[src/rtl/vending_fsm_param.sv]
// Parametrised credit-accumulating vending controller: collects 5/10/25 coins,
// vends at PRICE, pays change or refunds one greedy coin per cycle, counts sales.
module vending_fsm_param #(
  parameter int PRICE    = 25,
  parameter int AMOUNT_W = 8,
  parameter int CNT_W    = 16
) (
  input  logic                clk,
  input  logic                reset,
  input  logic                c5,
  input  logic                c10,
  input  logic                c25,
  input  logic                cancel,
  input  logic                item_taken,
  output logic                dispense,
  output logic                r5,
  output logic                r10,
  output logic                r25,
  output logic                coin_reject,
  output logic [AMOUNT_W-1:0] amount,
  output logic [CNT_W-1:0]    sales
);

  typedef enum logic [1:0] {COLLECT, VEND, CHANGE, REFUND} state_t;

  localparam logic [AMOUNT_W-1:0] PRICE_A = AMOUNT_W'(PRICE);
  localparam logic [AMOUNT_W-1:0] V5      = AMOUNT_W'(5);
  localparam logic [AMOUNT_W-1:0] V10     = AMOUNT_W'(10);
  localparam logic [AMOUNT_W-1:0] V25     = AMOUNT_W'(25);

  state_t              state, state_n;
  logic [AMOUNT_W-1:0] amount_n, coin_val, pay_val, credit_sum;
  logic [CNT_W-1:0]    sales_n;
  logic                coin_any, coin_one_hot, paying_n;

  // Three-way XOR is also true with all three high, so that case is excluded.
  assign coin_any     = c5 | c10 | c25;
  assign coin_one_hot = (c5 ^ c10 ^ c25) & ~(c5 & c10 & c25);
  assign coin_reject  = coin_any & (~coin_one_hot | (state != COLLECT) | cancel);

  always_comb begin
    coin_val   = c25 ? V25 : (c10 ? V10 : V5);
    pay_val    = (amount >= V25) ? V25 : ((amount >= V10) ? V10 : V5);
    credit_sum = amount + coin_val;
    state_n    = state;
    amount_n   = amount;
    sales_n    = sales;
    case (state)
      COLLECT: begin
        if (cancel) begin
          if (amount != '0) state_n = REFUND;
        end else if (coin_one_hot) begin
          amount_n = credit_sum;
          if (credit_sum >= PRICE_A) state_n = VEND;
        end
      end
      VEND: begin
        if (item_taken) begin
          sales_n  = sales + CNT_W'(1);
          amount_n = amount - PRICE_A;
          state_n  = (amount == PRICE_A) ? COLLECT : CHANGE;
        end
      end
      CHANGE, REFUND: begin
        amount_n = amount - pay_val;
        if (amount == pay_val) state_n = COLLECT;
      end
      default: state_n = COLLECT;
    endcase
  end

  assign paying_n = (state_n == CHANGE) || (state_n == REFUND);

  // Return-coin outputs are registered from the next payout amount, so each
  // pulse lines up with the amount it is paying out of.
  always_ff @(posedge clk or posedge reset) begin
    if (reset) begin
      state    <= COLLECT;
      amount   <= '0;
      sales    <= '0;
      dispense <= 1'b0;
      r5       <= 1'b0;
      r10      <= 1'b0;
      r25      <= 1'b0;
    end else begin
      state    <= state_n;
      amount   <= amount_n;
      sales    <= sales_n;
      dispense <= (state_n == VEND);
      r25      <= paying_n && (amount_n >= V25);
      r10      <= paying_n && (amount_n < V25) && (amount_n >= V10);
      r5       <= paying_n && (amount_n < V10);
    end
  end

endmodule

[config.mk]
export PLATFORM = sky130hd
export DESIGN_NAME = vending_fsm_param
export DESIGN_NICKNAME = d
export VERILOG_FILES = /design/src/rtl/vending_fsm_param.sv
export SDC_FILE = /design/constraint.sdc
export NUM_CORES = 1
export LEC_CHECK = 0
export ABC_CLOCK_PERIOD_IN_PS = 9800
export CORE_MARGIN = 4
export CORE_UTILIZATION = 40
export CTS_BUF_LIST = sky130_fd_sc_hd__clkbuf_8 sky130_fd_sc_hd__clkbuf_16
export DETAILED_ROUTE_END_ITERATION = 10
export PLACE_DENSITY = 0.71
export SLEW_MARGIN = 20
export SYNTH_ARGS = -nofsm -noshare
export SYNTH_HDL_FRONTEND = slang
export SYNTH_SLANG_ARGS = --single-unit
[constraint.sdc]
create_clock -name clk -period 9.8 [get_ports clk]
set_input_delay 0.98 -clock clk [delete_from_list [all_inputs] [get_ports clk]]
set_output_delay 0.98 -clock clk [all_outputs]
set_load 0.03 [all_outputs]
; Word level (Yosys, flattened, before mapping)
; Cells that the tools add are included.
; W data, S select, Z words.
[word_totals]
register_bits = 30
output_inout_bits = 29
[op_classes]
addsub = 4
magnitude_cmp = 7
n_eq_ne = 8
muxes = 16
bitwise = 12
n_reduce_logical = 10
[op_table]
columns = cell, n
row1 = $ge A8 B5 Y1 const B, 3
row2 = $mux W8, 3
row3 = $pmux W8 S3, 1
row4 = $add A16 B1 Y16 const B, 1
row5 = $ge A8 B4 Y1 const B, 2
row6 = $mux W2, 7
row7 = $mux W5, 2
row8 = $add A8 B5 Y8, 1
row9 = $eq A2 B2 Y1 const B, 4
row10 = $eq A8 B5 Y1, 1
row11 = $eq A8 B5 Y1 const B, 1
row12 = $lt A8 B4 Y1 const B, 1
row13 = $lt A8 B5 Y1 const B, 1
row14 = $mux W4, 2
row15 = $reduce_bool A8 Y1, 1
row16 = $sub A8 B5 Y8, 1
row17 = $sub A8 B5 Y8 const B, 1
row18 = $pmux W2 S3, 1
row19 = $and A1 B1 Y1, 4
row20 = $eq A2 B1 Y1 const B, 2
row21 = $logic_and A1 B1 Y1, 4
row22 = $or A1 B1 Y1, 4
row23 = $logic_not A2 Y1, 1
row24 = $not A1 Y1, 2
row25 = other kinds (5), 6

; Longest topological paths before layout
; Gate-level depths: netlist (run 1).
[depth]
ltp_word = 12
depth_mapped = 16
ltp_nobuf = 16

; Worst setup path after synthesis (run 1)
; Ideal clock, no wire load.
[synth_timing]
kind = register to register
from = register amount[1]
to = register r10
arrival_ps = 3785
t_required_ps = 9720
setup_slack_ps = 5935
path_stages_with_launch = 17
path_cell_list = dfrtp_1 inv_1 ha_1 nand2b_1 a21o_1 a31oi_1 nand2_1 ha_1 inv_1 fa_1 a211oi_1 nor2_1 or3_1 mux2_2 nand3_1 or4_4 nor3b_2
[synth_via]
elab_chain_cells = 10
word_cells_on_any_way = 30
classes_between = add/sub (3) / order compare (5) / eq/ne (4) / mux (14) / reduce/logical (4)
[synth_lines]
columns = element, line_no
row1 = "start, declared", 20  ; output logic [AMOUNT_W-1:0] amount,
row2 = "start signal, assigned", 87  ; amount <= amount_n;
row3 = branches (longest 9 deep; another with $ge A8 B4 Y1), --
row4 = $logic_and A1 B1 Y1 *, 91  ; r10 <= paying_n && (amount_n < V25) && (amount_n >= V10);
row5 = "end signal, assigned", 91
row6 = "end, declared", 17  ; output logic r10,
; Every way passes the cells marked *.
; A chain may end at the register's enable or synchronous reset.

; Worst setup path in the final report (run 1)
[layout_timing]
from = input port c10
to = output port coin_reject
[layout_via]
elab_chain_cells = 8
word_cells_on_any_way = 12
classes_between = bitwise (12)
[layout_lines]
columns = element, line_no
row1 = "start, declared", 11  ; input logic c10,
row2 = $and A1 B1 Y1 (2 in a row), 38  ; assign coin_one_hot = (c5 ^ c10 ^ c25) & ~(c5 & c10 & c25);
row3 = $not A1 Y1, 38
row4 = $and A1 B1 Y1, 38
row5 = $not A1 Y1, 39  ; assign coin_reject = coin_any & (~coin_one_hot | (state != COLLECT) | cancel);
row6 = $or A1 B1 Y1 (2 in a row), 39
row7 = $and A1 B1 Y1 *, 39
row8 = "end, declared", 19  ; output logic coin_reject,
; Every way passes the cells marked *; elsewhere a longest branch is shown, timed or not.

==> impl_metrics.env, run 1 <==
export IMPL_outcome="finished, final reports clean"
export IMPL_postCtsResizedCells=0
export IMPL_postRouteAntennaNets=0
export IMPL_num_io_pins=36
export IMPL_postCtsSetupBuffers=0
export IMPL_tritoncts="built"
export IMPL_p_leak_nw=1.24
export IMPL_path_buf_inv=3
export IMPL_p_clk_frac=0.109
export IMPL_port_buffers=35
export IMPL_comb_power_share=0.631
export IMPL_tightest_slew_ns=0.614
export IMPL_firstDrtPassIters=4
export IMPL_rsz0062_at_grt="false"
export IMPL_hold_buffers=0
export IMPL_die_area_sq_um=7030
export IMPL_synthArstFlopShare=1.00
export IMPL_grt_max_degree=31
export IMPL_stdcell_area_sq_um=2790
export IMPL_grt_overflow_total=0
export IMPL_clkLatencyLatePin_ns=0.28
export IMPL_rows=27
export IMPL_synth_distinct_cells=57
export IMPL_fillers=542
export IMPL_fmax_ghz=0.232
export IMPL_num_vias=1996
export IMPL_finClkSkew_ns=0.00338
export IMPL_clk_pin_slew_ns=0.06
export IMPL_syn_cell_area_sq_um=2300
export IMPL_grt_pass1_vias=1923
export IMPL_crit_chain="clkdlybuf4s50_1 -> inv_1 -> ha_1 -> or3b_2 -> a211oi_1 -> a21oi_1 -> clkdlybuf4s50_1"
export IMPL_relSlewSlack=0.590
export IMPL_synth_cells=254
export IMPL_synth_edf_count=0
export IMPL_switching_share=0.492
export IMPL_clockBufferDepth=2
export IMPL_route_detailed_wl_per_inst_um=15.7
export IMPL_endpoint_kind="primary output"
export IMPL_place_ws_ns=5.48
export IMPL_ir_drop_mv=0.162
export IMPL_antenna_found_initial=0
export IMPL_p_per_area_nw_per_um2=332
export IMPL_synth_nets=281
export IMPL_yosysSeqAreaShare=0.326
export IMPL_drt_iter0_markers=159
export IMPL_crit_fanout=4
export IMPL_netlist_top_cell_by_area="dfrtp_1"
export IMPL_start_util=0.415
export IMPL_synth_top_cell_area_share=0.326
export IMPL_ys_dominant_reg_cell="dfrtp_1"
export IMPL_slowest_stage="clkdlybuf4s50_1"
export IMPL_crit_family="buffers and inverters"
export IMPL_tns_ns=0
export IMPL_design_core_area_sq_um=5540
export IMPL_period_needed_ns=4.32
export IMPL_yosys_top_cells_area="dfrtp_1 (33%), ha_1 (9.8%), xnor2_1 (5.3%), xor2_1 (3.8%), nand2_1 (3.8%)"
export IMPL_cp_start_kind="input pin"
export IMPL_p_sw_w=0.000455
export IMPL_setup_viol=0
export IMPL_diodes=0
export IMPL_critPathMostFrequentCell="clkdlybuf4s50_1"
export IMPL_cts_root_buf="clkbuf_8"
export IMPL_placed_cell_area_sq_um=2700
export IMPL_worst_slack_ns=5.48
export IMPL_routed_wirelength_mm=5.66
export IMPL_cts_max_level=2
export IMPL_nNetsFinal=314
export IMPL_min_path_type="register to register"
export IMPL_path_class="input pin to primary output"
export IMPL_track_usage=0.162
export IMPL_avgViaCountPerCell=5.54
export IMPL_drv_slew=0
export IMPL_avgSynthCellArea_sq_um=9.05
export IMPL_critPathArrivalTime_ns=3.34
export IMPL_grt_first_pass_wirelength_mm=9.36
export IMPL_post_dp_hpwl_mm=4.36
export IMPL_fp_dieH_um=83.8
export IMPL_p_int_w=0.000470
export IMPL_drc_errors=0
export IMPL_gp_congestion=0.865
export IMPL_die_w_um=83.8
export IMPL_synth_seq_cells=30
export IMPL_cap_viol_max_count=0
export IMPL_crit_required_ns=8.82
export IMPL_cts_sinks=30
export IMPL_pwr_share_seq=0.260
export IMPL_period_share=0.441
export IMPL_max_stage_delay_ns=0.60
export IMPL_cts_buffers=5
export IMPL_syn2layout_area_growth_pct=21.2
export IMPL_final_hold_violation_count=0
export IMPL_ys_warn_count=0
export IMPL_layout_drive_gt1_share=0.0625
power by group through the flow:
stage	clock, W	combinational [W]	sequential, W
6_report	0.000101	0.000584	0.000241
5_1_grt	0.000107	0.000638	0.000249
4_1_cts	0.000103	0.000581	0.000239
3_5_place_dp	0	0.000575	0.000241
3_3_place_gp	0	0.000568	0.000240
2_1_floorplan	0	0.000410	0.000246
Yosys cell counts, drive strengths merged, types with 5 or more instances:
| cell | count |
|---|---|
| a21oi | 11 |
| a211oi | 6 |
| nor2b | 5 |
| nor3 | 7 |
| a21o | 7 |
| dfrtp | 30 |
| nor2 | 14 |
| clkbuf | 5 |
| xnor2 | 14 |
| nand3 | 16 |
| xor2 | 10 |
| nand2 | 23 |
| ha | 18 |
| inv | 15 |
| nand4 | 5 |
worst paths after layout:
check                                      from                    end  slack (ns)  cells past startpoint
setup reg to reg            amount[1]$_DFF_PP0_          r10$_DFF_PP0_        5.75                     16
setup / recovery                            c10            coin_reject        5.48                      7
max in group asynchronous                 reset  sales[12]$_DFFE_PP0P_        8.30                      2
hold reg to reg            sales[7]$_DFFE_PP0P_   sales[7]$_DFFE_PP0P_        0.49                      1
hold / removal             sales[7]$_DFFE_PP0P_   sales[7]$_DFFE_PP0P_        0.49                      1
min in group asynchronous                 reset  sales[10]$_DFFE_PP0P_        1.10                      2
placed cells by master (no fill, tap or decap), types with 2 or more instances in the layout:
master,count
nand4_1,5
nand2_1,23
or2_2,2
or3_1,2
inv_1,15
o221ai_1,2
nand3_1,16
a21o_1,7
nor2_1,14
a211oi_1,6
a21oi_1,11
o21ai_0,4
clkdlybuf4s50_1,35
clkbuf_8,6
ha_1,18
fa_1,2
xnor2_1,14
nand2b_1,4
o21bai_1,2
a31oi_1,4
xor2_1,10
o21a_1,3
nor3_1,7
or4_1,2
nor2b_1,5
o31ai_1,3
and3_1,4
and2_1,3
dfrtp_1,30
logic make-up after synthesis:
group,share of synthesized area
xor+xnor,0.0914
compound gates,0.186
buf+inv,0.0441
simple gates,0.227
mux,0.00925
flops,0.326
fa+ha+maj,0.115
metrics by stage:
stage,total power (W),util,cells,hold WS (ns)
final,0.000925,0.503,360,0.487
after detailed placement,0.000816,0.486,352,0.471
after floorplan,0.000657,-,254,0.646
after global routing,0.000994,0.503,360,0.510
after global placement,0.000808,0.486,352,0.464
after CTS,0.000923,0.503,360,0.498
layer usage:
| layer | GRT usage | part of all wire |
|---|---|---|
| met5 | 0 | 0 |
| met1 | 0.218 | 0.47 |
| met2 | 0.265 | 0.47 |
| met3 | 0.0257 | 0.041 |
| met4 | 0.0541 | 0.016 |
layout make-up:
type                            instances  area [sq um]  area share
Sequential cell                        30           751       0.269
Clock buffer                            6          82.6      0.0296
Inverter                               15          56.3      0.0202
Clock inverter                          2          8.76     0.00314
Timing Repair Buffer                   35           350       0.126
Tap cell                               72          90.1      0.0323
Multi-Input combinational cell        200          1450       0.520
flip-flops by register name (all words and copies together) (netlist names):
register and cells:
r10 1, sales 16, r25 1, r5 1, dispense 1, amount 8, state 2
Note: power is estimated with default switching activity, not from simulation.
==> run 2: changes to the inputs <==
--- a/config.mk
+++ b/config.mk
@@ -5,7 +5,7 @@
 export SDC_FILE = /design/constraint.sdc
 export NUM_CORES = 1
 export LEC_CHECK = 0
-export ABC_CLOCK_PERIOD_IN_PS = 9800
+export ABC_CLOCK_PERIOD_IN_PS = 4150
 export CORE_MARGIN = 4
 export CORE_UTILIZATION = 40
 export CTS_BUF_LIST = sky130_fd_sc_hd__clkbuf_8 sky130_fd_sc_hd__clkbuf_16
==> constraint.sdc (replaced) <==
create_clock -name clk -period 4.15 [get_ports clk]
set_input_delay 0.415 -clock clk [delete_from_list [all_inputs] [get_ports clk]]
set_output_delay 0.415 -clock clk [all_outputs]
set_load 0.03 [all_outputs]
==> impl_metrics.env, run 2 (synthesized netlist as in run 1, its figures left out) <==
export IMPL_r2r_worst_path_cells=14
export IMPL_drt_iter0_markers=158
export IMPL_avgViaCountPerCell=5.51
export IMPL_tritoncts="built"
export IMPL_critPathArrivalTime_ns=4.03
export IMPL_num_io_pins=36
export IMPL_routed_wirelength_mm=5.89
export IMPL_outcome="finished, final reports clean"
export IMPL_top_layer="met4"
export IMPL_final_hold_violation_count=0
export IMPL_start_util=0.415
export IMPL_track_usage=0.173
export IMPL_period_needed_ns=3.83
export IMPL_multi_input_area_sq_um=1450
export IMPL_slowest_stage="or4_4"
export IMPL_endpoint_kind="register"
export IMPL_layout_drive_gt1_share=0.0884
export IMPL_setup_viol=0
export IMPL_rows=27
export IMPL_antenna_found_initial=0
export IMPL_clkLatencyLatePin_ns=0.29
export IMPL_clk_pin_slew_ns=0.07
export IMPL_power_w=0.00225
export IMPL_cap_viol_max_count=0
export IMPL_die_w_um=83.8
export IMPL_stdcell_area_sq_um=2840
export IMPL_grt_first_pass_wirelength_mm=9.87
export IMPL_fmax_ghz=0.261
export IMPL_min_path_type="register to register"
export IMPL_crit_required_ns=4.35
export IMPL_relSlewSlack=0.542
export IMPL_design_core_area_sq_um=5540
export IMPL_diodes=0
export IMPL_cts_root_buf="clkbuf_8"
export IMPL_route_detailed_wl_per_inst_um=16.1
export IMPL_cts_sinks=30
export IMPL_largest_register_ffs=16
export IMPL_fillers=532
export IMPL_clockBufferDepth=2
export IMPL_crit_fanout=7
export IMPL_place_ws_ns=0.277
export IMPL_p_leak_nw=1.26
export IMPL_die_area_sq_um=7030
export IMPL_path_buf_inv=1
export IMPL_met3_length_um=185
export IMPL_drv_slew=0
export IMPL_placed_cell_area_sq_um=2740
export IMPL_layout_common_cells="clkdlybuf4s50_1 (35), dfrtp_1 (29), nand2_1 (23)"
export IMPL_regToRegEndpoint="r10$_DFF_PP0_"
export IMPL_wl_met2_mm=2.87
export IMPL_path_class="register to register"
export IMPL_p_per_area_nw_per_um2=792
export IMPL_reg_top3="sales x16, amount x8, state x2"
export IMPL_ir_drop_mv=0.290
export IMPL_reg2reg_setup_slack_ns=0.32
export IMPL_nNetsFinal=320
export IMPL_largest_register="sales"
export IMPL_dp_cells=358
export IMPL_crit_family="simple AND/OR/NAND/NOR gates"
export IMPL_fp_dieH_um=83.8
export IMPL_grt_overflow_total=0
export IMPL_max_stage_delay_ns=0.58
export IMPL_holdPathStages=1
export IMPL_layout_commonest_cell="clkdlybuf4s50_1"
export IMPL_drc_errors=0
export IMPL_tns_ns=0
export IMPL_cts_buffers=5
export IMPL_syn2layout_area_growth_pct=23.3
export IMPL_rsz0062_at_grt="false"
export IMPL_grt_pass1_vias=2028
export IMPL_num_vias=2015
export IMPL_post_dp_hpwl_mm=4.57
export IMPL_firstDrtPassIters=5
export IMPL_r2r_start="amount[0]$_DFF_PP0_"
export IMPL_finClkSkew_ns=0.00635
export IMPL_tightest_slew_ns=0.683
export IMPL_grt_max_degree=31
export IMPL_cts_max_level=2
export IMPL_port_buffers=35
export IMPL_crit_chain="inv_1 -> ha_1 -> nand2b_1 -> a21o_1 -> a31oi_1 -> nand2_1 -> fa_1 -> a211oi_1 -> nor2_1 -> or3_1 -> mux2_2 -> nand3_1 -> or4_4 -> nor3b_2"
export IMPL_gp_congestion=0.904
export IMPL_hold_buffers=0
export IMPL_drt_met1_wl_mm=2.76
export IMPL_stdcell_count=366
export IMPL_worst_slack_ns=0.319
export IMPL_postRouteAntennaNets=0
export IMPL_period_share=0.923
export IMPL_holdCritStartpoint="sales[11]$_DFFE_PP0P_"
export IMPL_hold_end="sales[11]$_DFFE_PP0P_"
export IMPL_ff_latch_area_sq_um=752
export IMPL_cp_start_kind="register"
## run 2: repair_timing
item	CTS	global route
gates resized for setup	0	1
setup buffers	0	0
hold endpoints to repair	0	0
endpoints found under the setup margin	0	1
## run 2: how the worst max path moves through the flow
stage / startpoint / end / slack [ns] / cells after the start
after CTS: amount[0]$_DFF_PP0_ / r10$_DFF_PP0_ / 0.26 / 15
after global routing: amount[0]$_DFF_PP0_ / r10$_DFF_PP0_ / 0.03 / 14
after floorplan: amount[1]$_DFF_PP0_ / r10$_DFF_PP0_ / 0.29 / 16
after global placement: amount[0]$_DFF_PP0_ / r10$_DFF_PP0_ / 0.40 / 15
after detailed placement: amount[0]$_DFF_PP0_ / r10$_DFF_PP0_ / 0.28 / 15
final: amount[0]$_DFF_PP0_ / r10$_DFF_PP0_ / 0.32 / 14
## run 2: report_power, final
| part | switching (W) | internal, W |
|---|---|---|
| clock network | 0.000116 | 0.000133 |
| registers | 0.000107 | 0.000373 |
| logic | 0.000870 | 0.000647 |
| total | 0.00109 | 0.00115 |
## run 2: cell type report
cell class,count,area share
sequential,30,0.265
clock inverter,2,0.00441
clock buffer,6,0.0291
multi-input combinational,200,0.510
inverter,15,0.0199
timing repair buffer,41,0.139
tap,72,0.0318
## run 2: through the flow
| stage | utilization | hold WS (ns) |
|---|---|---|
| after global routing | 0.512 | 0.533 |
| after global placement | 0.495 | 0.461 |
| after floorplan | - | 0.506 |
| final | 0.512 | 0.492 |
| after CTS | 0.512 | 0.499 |
| after detailed placement | 0.495 | 0.486 |
## run 2: layer usage
metal,up-vias,global-route usage
met5,-,0
met4,0,0.0512
met3,6,0.0296
met2,31,0.287
met1,984,0.231
li1,994,-
==> run 3: changes to the inputs <==
--- a/config.mk
+++ b/config.mk
@@ -8,7 +8,7 @@
 export ABC_CLOCK_PERIOD_IN_PS = 4150
 export CORE_MARGIN = 4
 export CORE_UTILIZATION = 40
-export CTS_BUF_LIST = sky130_fd_sc_hd__clkbuf_8 sky130_fd_sc_hd__clkbuf_16
+export CTS_BUF_LIST = sky130_fd_sc_hd__clkbuf_4
 export DETAILED_ROUTE_END_ITERATION = 10
 export PLACE_DENSITY = 0.71
 export SLEW_MARGIN = 20
==> impl_metrics.env, run 3 (synthesized netlist as in run 1, its figures left out) <==
export IMPL_top_usage_layer="met2"
export IMPL_period_share=0.923
export IMPL_fillers=539
export IMPL_design_core_area_sq_um=5540
export IMPL_postCtsSetupBuffers=0
export IMPL_grt_overflow_total=0
export IMPL_switching_share=0.497
export IMPL_cts_sinks=30
export IMPL_tightest_slew_ns=0.692
export IMPL_nNetsFinal=320
export IMPL_fp_dieH_um=83.8
export IMPL_reg_top3="sales x16, amount x8, state x2"
export IMPL_cts_max_level=2
export IMPL_die_w_um=83.8
export IMPL_diodes=0
export IMPL_hold_buffers=0
export IMPL_p_sw_w=0.00107
export IMPL_largest_register="sales"
export IMPL_num_io_pins=36
export IMPL_comb_power_share=0.700
export IMPL_drc_errors=0
export IMPL_gr_usage_met2=0.283
export IMPL_critPathArrivalTime_ns=4.08
export IMPL_tns_ns=0
export IMPL_syn2layout_area_growth_pct=21.5
export IMPL_firstDrtPassIters=4
export IMPL_gr_usage_met3=0.0207
export IMPL_relSlewSlack=0.536
export IMPL_multi_input_area_sq_um=1450
export IMPL_min_path_type="input pin to async pin"
export IMPL_port_buffers=35
export IMPL_rows=27
export IMPL_p_per_area_nw_per_um2=770
export IMPL_p_int_w=0.00108
export IMPL_crit_fanout=7
export IMPL_routed_wirelength_mm=5.78
export IMPL_layout_common_cells="clkdlybuf4s50_1 (35), dfrtp_1 (29), nand2_1 (23)"
export IMPL_setup_viol=0
export IMPL_cts_root_buf="clkbuf_4"
export IMPL_grt_first_pass_wirelength_mm=9.78
export IMPL_max_stage_delay_ns=0.58
export IMPL_use_met1=0.233
export IMPL_ff_latch_area_sq_um=752
export IMPL_drv_slew=0
export IMPL_final_hold_violation_count=0
export IMPL_clkLatencyLatePin_ns=0.33
export IMPL_finClkSkew_ns=0.0128
export IMPL_tritoncts="built"
export IMPL_fmax_ghz=0.261
export IMPL_antenna_found_initial=0
export IMPL_post_dp_hpwl_mm=4.57
export IMPL_rsz0062_at_grt="false"
export IMPL_endpoint_kind="register"
export IMPL_power_w=0.00215
export IMPL_drt_iter0_markers=198
export IMPL_crit_chain="inv_1 -> ha_1 -> nand2b_1 -> a21o_1 -> a31oi_1 -> nand2_1 -> fa_1 -> a211oi_1 -> nor2_1 -> or3_1 -> mux2_2 -> nand3_1 -> or4_4 -> nor3b_2"
export IMPL_ir_drop_mv=0.241
export IMPL_cap_viol_max_count=0
export IMPL_grt_max_degree=31
export IMPL_die_area_sq_um=7030
export IMPL_num_vias=2006
export IMPL_cp_start_kind="register"
export IMPL_route_detailed_wl_per_inst_um=15.8
export IMPL_path_class="register to register"
export IMPL_clockBufferDepth=2
export IMPL_outcome="finished, final reports clean"
export IMPL_crit_required_ns=4.40
export IMPL_track_usage=0.170
export IMPL_postRouteAntennaNets=0
export IMPL_slowest_stage="or4_4"
export IMPL_avgViaCountPerCell=5.48
export IMPL_largest_register_ffs=16
export IMPL_period_needed_ns=3.83
export IMPL_layout_drive_gt1_share=0.0850
export IMPL_p_clk_frac=0.078
export IMPL_p_leak_nw=1.24
export IMPL_clk_pin_slew_ns=0.11
export IMPL_grt_pass1_vias=2026
export IMPL_pwr_share_seq=0.222
export IMPL_gp_congestion=0.904
export IMPL_cts_buffers=5
export IMPL_start_util=0.415
export IMPL_layout_commonest_cell="clkdlybuf4s50_1"
[run 3: final timing paths]
check / start / to / slack [ns] / cells after the start
max in group asynchronous: reset / amount[0]$_DFF_PP0_ / 3.22 / 2
min reg2reg: sales[11]$_DFFE_PP0P_ / sales[11]$_DFFE_PP0P_ / 0.50 / 1
max reg2reg: amount[0]$_DFF_PP0_ / r10$_DFF_PP0_ / 0.32 / 14
min: reset / sales[1]$_DFFE_PP0P_ / 0.48 / 2
min in group clk: sales[11]$_DFFE_PP0P_ / sales[11]$_DFFE_PP0P_ / 0.50 / 1
max: amount[0]$_DFF_PP0_ / r10$_DFF_PP0_ / 0.32 / 14
[run 3: worst max-delay path, delay by kind of cell, from the launching register on]
family,cells,cell delay (ns)
AND/OR/NAND/NOR,7,1.56
adder cells (fa/ha/maj),2,0.68
AO/OA/AOI/OAI,3,0.59
flip-flops,1,0.47
multiplexers,1,0.23
buffers and inverters,1,0.21
[run 3: repair_timing]
item	in CTS	in global routing
setup endpoints to repair	0	1
endpoints found under the hold margin	0	0
gates resized for setup	0	1
[run 3: stage by stage]
stage	std cells	hold slack, ns	utilization	cell area [sq um]	worst slack (ns)
after CTS	366	0.491	0.504	2790	0.249
after detailed placement	358	0.486	0.495	2740	0.277
final	366	0.476	0.505	2800	0.320
after global routing	366	0.508	0.505	2800	0.0174
after floorplan	254	0.506	-	2300	0.285
after global placement	358	0.461	0.495	2740	0.397
[run 3: area by class of cell]
| class | count | share of cell area |
|---|---|---|
| Inverter | 15 | 0.0201 |
| Multi-Input combinational cell | 200 | 0.518 |
| Tap cell | 72 | 0.0322 |
| Clock buffer | 5 | 0.0134 |
| Clock inverter | 3 | 0.00582 |
| Timing Repair Buffer | 41 | 0.141 |
| Sequential cell | 30 | 0.269 |
[run 3: per-layer routing]
| metal | share of wire | routed length [um] |
|---|---|---|
| met5 | 0 | 0 |
| met3 | 0.040 | 232 |
| met2 | 0.48 | 2780 |
| met4 | 0.0093 | 54 |
| met1 | 0.47 | 2710 |
[run 3: power groups by stage]
stage | Sequential [W] | Combinational, W | Clock [W]
6_report | 0.000479 | 0.00151 | 0.000168
4_1_cts | 0.000477 | 0.00150 | 0.000172
3_5_place_dp | 0.000484 | 0.00149 | 0
5_1_grt | 0.000494 | 0.00166 | 0.000185
2_1_floorplan | 0.000582 | 0.000969 | 0
3_3_place_gp | 0.000480 | 0.00147 | 0
